--- src/rtl/dma_mem_responder.sv ---
// Memory-side responder for the DMA nibble interface: descriptor accept, then write sink or read source.
// Optional range checking of descriptors is enabled with `define DMA_MEM_ERR_CHECK_EN.
module dma_mem_responder #(
  parameter int unsigned DEPTH = 256,
  parameter int unsigned AW    = 8
) (
  input  logic        clk,
  input  logic        resetn,
  input  logic        mode,
  input  logic        addr_valid,
  output logic        addr_ready,
  input  logic [31:0] addr,
  input  logic [31:0] len,
  input  logic        wr_valid,
  output logic        wr_ready,
  input  logic [3:0]  wr_data,
  output logic        rd_valid,
  input  logic        rd_ready,
  output logic [3:0]  rd_data,
  output logic        busy,
  output logic        done,
  output logic        err
);

  localparam int unsigned LW = 32;

  typedef enum logic [1:0] {S_IDLE, S_WRITE, S_READ} state_t;

  state_t          state_q, state_d;
  logic [AW-1:0]   ptr_q, ptr_d, ptr_nx;
  logic [LW-1:0]   remain_q, remain_d;
  logic            addr_ready_d, wr_ready_d, rd_valid_d, busy_d, done_d, err_d;
  logic [3:0]      rd_data_d;
  logic            mem_we;
  logic            range_err;
  logic [3:0]      mem [DEPTH];

`ifdef DMA_MEM_ERR_CHECK_EN
  assign range_err = (addr >= LW'(DEPTH)) ||
                     (({1'b0, addr} + {1'b0, len}) > 33'(DEPTH));
`else
  logic unused_addr_hi;
  assign unused_addr_hi = ^addr[LW-1:AW];
  assign range_err      = 1'b0;
`endif

  assign ptr_nx = ptr_q + AW'(1);

  // Next-state and next-output logic
  always_comb begin
    state_d      = state_q;
    ptr_d        = ptr_q;
    remain_d     = remain_q;
    addr_ready_d = addr_ready;
    wr_ready_d   = wr_ready;
    rd_valid_d   = rd_valid;
    rd_data_d    = rd_data;
    done_d       = 1'b0;
    err_d        = 1'b0;
    mem_we       = 1'b0;
    case (state_q)
      S_IDLE: begin
        if (addr_valid && addr_ready) begin
          ptr_d    = addr[AW-1:0];
          remain_d = len;
          if (range_err) begin
            err_d = 1'b1;
          end else if (len == '0) begin
            done_d = 1'b1;
          end else if (mode) begin
            state_d      = S_WRITE;
            addr_ready_d = 1'b0;
            wr_ready_d   = 1'b1;
          end else begin
            state_d      = S_READ;
            addr_ready_d = 1'b0;
            rd_valid_d   = 1'b1;
            rd_data_d    = mem[addr[AW-1:0]];
          end
        end
      end
      S_WRITE: begin
        if (wr_valid && wr_ready) begin
          mem_we   = resetn;
          ptr_d    = ptr_nx;
          remain_d = remain_q - LW'(1);
          if (remain_q == LW'(1)) begin
            state_d      = S_IDLE;
            addr_ready_d = 1'b1;
            wr_ready_d   = 1'b0;
            done_d       = 1'b1;
          end
        end
      end
      S_READ: begin
        if (rd_valid && rd_ready) begin
          remain_d = remain_q - LW'(1);
          if (remain_q == LW'(1)) begin
            state_d      = S_IDLE;
            addr_ready_d = 1'b1;
            rd_valid_d   = 1'b0;
            done_d       = 1'b1;
          end else begin
            ptr_d     = ptr_nx;
            rd_data_d = mem[ptr_nx];
          end
        end
      end
      default: begin
        state_d      = S_IDLE;
        addr_ready_d = 1'b1;
        wr_ready_d   = 1'b0;
        rd_valid_d   = 1'b0;
      end
    endcase
    busy_d = (state_d != S_IDLE);
  end

  always_ff @(posedge clk) begin
    if (!resetn) begin
      state_q    <= S_IDLE;
      ptr_q      <= '0;
      remain_q   <= '0;
      addr_ready <= 1'b1;
      wr_ready   <= 1'b0;
      rd_valid   <= 1'b0;
      rd_data    <= '0;
      busy       <= 1'b0;
      done       <= 1'b0;
      err        <= 1'b0;
    end else begin
      state_q    <= state_d;
      ptr_q      <= ptr_d;
      remain_q   <= remain_d;
      addr_ready <= addr_ready_d;
      wr_ready   <= wr_ready_d;
      rd_valid   <= rd_valid_d;
      rd_data    <= rd_data_d;
      busy       <= busy_d;
      done       <= done_d;
      err        <= err_d;
    end
  end

  // Storage is deliberately not reset so an aborted transfer keeps its written nibbles
  always_ff @(posedge clk) begin
    if (mem_we) mem[ptr_q] <= wr_data;
  end

endmodule
--- config.mk ---
export PLATFORM = sky130hd
export DESIGN_NAME = dma_mem_responder
export DESIGN_NICKNAME = d
export VERILOG_FILES = /design/src/rtl/dma_mem_responder.sv
export SDC_FILE = /design/constraint.sdc
export NUM_CORES = 2
export LEC_CHECK = 0
export CAP_MARGIN = 20
export CORE_MARGIN = 3
export CORE_UTILIZATION = 50
export DETAILED_ROUTE_END_ITERATION = 7
export GPL_TIMING_DRIVEN = 0
export MAX_ROUTING_LAYER = met4
export PLACE_DENSITY = 0.71
export SLEW_MARGIN = 10
export SYNTH_ARGS = -nofsm -noshare
export SYNTH_HDL_FRONTEND = slang
export SYNTH_SLANG_ARGS = --single-unit
--- constraint.sdc ---
create_clock -name clk -period 7.52 [get_ports clk]
set_input_delay 2.256 -clock clk [delete_from_list [all_inputs] [get_ports clk]]
set_output_delay 2.256 -clock clk [all_outputs]
set_load 0.01 [all_outputs]
==> impl_metrics.yaml <==
status:
  status: "complete, but fails checks"
  violations: "design-rule violations"
synth:
  synth-main-ff-cell: "edfxtp_1"
  ys_warn_count: 0
  async_flop_share: 0
  syn-num-nets: 3037
  synth-seq-cells: 1075
  synth.distinct_cells: 81
  syn_avg_cell_area_um2: 17.6
  synth_edf_count: 1024
  netlist_area_mm2: 0.0520
  postSynthCellCount: 2952
  yosysSeqAreaShare: 0.611
timing:
  final.setup.worst_slack_ns: 0.158
  fin_skew_ns: 0.0501
  tightest_slew_ns: 1.29
  slew_headroom: 0.138
  fmax_mhz: 136
  hold_viol_final: 0
  finalCriticalPeriod_ns: 7.36
  setup_viol: 0
  timing.final.crit_share: 0.979
  rsz0062_at_grt: "no"
  slew_viol_final: 0
  tns_ns: 0
power_and_ir_drop:
  p_total_w: 0.0207
  leakagePower_nw: 18.3
  sequentialPowerShare: 0.326
  power.share.clock: 0.307
  power_density_mw_per_mm2: 351
  p_comb_frac: 0.367
  ir_drop_v: 0.000269
  internal-power_w: 0.0131
  p_sw_frac: 0.369
  p_sw_w: 0.00765
critical_path:
  critPathCaptureType: "register"
  reg2reg_depth: 19
  critPathLaunch: "addr[2]"
  r2r-start: "ptr_q[0]"
  critPathLaunchType: "input pin"
  cp.arrival_ns: 7.97
  cp_max_fo: 10
  cp.required_ns: 8.12
  cp-endpoint: "rd_data[1]"
  path_class: "input pin to register"
  r2r_end: "rd_data[3]"
  rrSetupSlack_ns: 0.70
drt:
  drtIter0Drc: 7593
  num_vias: 36500
  firstDrtPassIters: 8
  post_drt_wl_per_cell_um: 50.0
  drc: 13
  drt-vias-per-instance: 7.85
  ant_nets: 0
  wirelength_um: 233000
clocking:
  clock_sinks: 1075
  clockRootBuffer: "clkbuf_16"
  cts_setup_buffers: 0
  post_cts_resized: 0
  clkTransAtPathRegs_ns: 0.06
  ctsLongestPathBuffers: 3
  insertion_delay_ns: 0.77
  cts_made_buffers: 113
  cts_tree: "yes"
  cts.htree.levels: 3
  cts_hold_buffers: 0
die:
  fp.coreArea_mm2: 0.102
  top_level_ports: 84
  initial_core_util: 0.507
  die_area_mm2: 0.108
  die_w_um: 328
  row_count: 117
  die_h_um: 328
global_routing:
  grt_pass1_wl_um: 307000
  grt_max_degree: 153
  antenna_found_initial: 28
  overflow: 0
  gr-usage-all-layers: 0.447
  first_global_vias: 34900
placed_design:
  pre_cts_ws_ns: 0.0782
  portBuffers: 53
  dp_cells: 4396
  hpwl_um: 160000
  place_congestion: 1.08
run:
  maxCapViolations: 0
finish:
  multiInputGateArea_mm2: 0.0189
  layout_commonest_cell: "edfxtp_1"
  fill_cells: 7674
  fin_cells: 4652
  drive_above_1_share: 0.305
  final_cell_mix: "1024 x edfxtp_1, 580 x mux4_2, 331 x nor2_1, 154 x nand2_1, 115 x clkbuf_16"
  syn2layout_area_growth_pct: 13.6
  finish.utilization: 0.576
  seqCellArea_mm2: 0.0318
  final_nets: 3233
worst_hold_path:
  hp-class: "register to register"
-- worst min path at each step --
stage                            start           end  slack, ns  cells after the start
after floorplan           remain_q[31]  remain_q[31]       0.45                      2
after global placement    remain_q[31]  remain_q[31]       0.48                      2
after detailed placement  remain_q[23]  remain_q[23]       0.48                      2
after CTS                 remain_q[23]  remain_q[23]       0.49                      2
after global routing        rd_data[1]    rd_data[1]       0.54                      2
final                       rd_data[1]    rd_data[1]       0.48                      2
-- layout make-up --
class | instances | area share
well taps | 1368 | 0.0290
multi-input cells | 1620 | 0.320
diodes | 36 | 0.00153
plain buffers | 232 | 0.0215
clock buffers | 137 | 0.0512
repair buffers | 81 | 0.0169
inverters | 25 | 0.00159
flip-flops and latches | 1075 | 0.538
clock inverters | 78 | 0.0196
-- cells by family (layout without fill, tap and decap cells) --
logic type                 Yosys count  count (layout)  share of synthesized area
muxes                              649             649                      0.265
other                                1              37                  0.0000722
DFF                               1075            1075                      0.611
and+or+nand+nor                    647             647                     0.0541
adders and majority gates           11              11                    0.00265
AOI/OAI and AO/OA                  300             300                     0.0395
buffers and inverters              257             553                     0.0250
xor gates and xnor gates            12              12                    0.00246
-- metal layers --
layer,share of wire,wire length [µm],up-vias,GRT usage
met5,0,0,-,-
met4,0.098,22800,0,0.343
met3,0.17,39300,1058,0.217
met2,0.42,98400,4104,0.608
met1,0.31,72100,18600,0.505
li1,-,-,12800,-
-- sequential cells by signal, summed over array words and instances (netlist names) --
signal / cells
wr_ready: 1
state_q: 2
done: 1
addr_ready: 1
rd_valid: 1
busy: 1
rd_data: 4
ptr_q: 8
mem: 1024
remain_q: 32
-- worst max-delay path, stage by stage --
cell             delay (ns)
clkdlybuf4s50_1        0.92
clkbuf_1               0.69
clkbuf_2               0.86
clkbuf_2               0.74
a31oi_1                0.38
a21oi_1                0.61
o32ai_1                0.31
nor4_1                 0.96
o32ai_1                0.19
-- Yosys cell counts (23+ instances only) --
| cell type | count | area, µm² |
|---|---|---|
| a21oi_1 | 70 | 350 |
| buf_2 | 52 | 260 |
| buf_4 | 41 | 308 |
| clkbuf_1 | 101 | 379 |
| dfxtp_1 | 51 | 1020 |
| edfxtp_1 | 1024 | 30700 |
| mux2i_1 | 59 | 591 |
| mux4_2 | 580 | 13100 |
| nand2_1 | 154 | 578 |
| nand3_1 | 36 | 180 |
| nor2_1 | 332 | 1250 |
| nor3_1 | 24 | 120 |
| o21ai_0 | 49 | 245 |
| o22ai_1 | 23 | 144 |
-- power by group through the flow --
stage | logic (W) | registers, W | clock network (W)
floorplan | 0.00384 | 0.00686 | 0
global placement | 0.00704 | 0.00694 | 0
detailed placement | 0.00713 | 0.00688 | 0
CTS | 0.00717 | 0.00676 | 0.00630
global route | 0.00746 | 0.00677 | 0.00655
finish | 0.00760 | 0.00676 | 0.00636
-- through the flow --
stage | hold slack (ns) | cell area, µm²
6_report | 0.484 | 59000
3_3_place_gp | 0.479 | 54200
3_5_place_dp | 0.479 | 54700
2_1_floorplan | 0.450 | 52000
4_1_cts | 0.490 | 58900
5_1_grt | 0.535 | 59000
(Power assumes the default switching activity.)
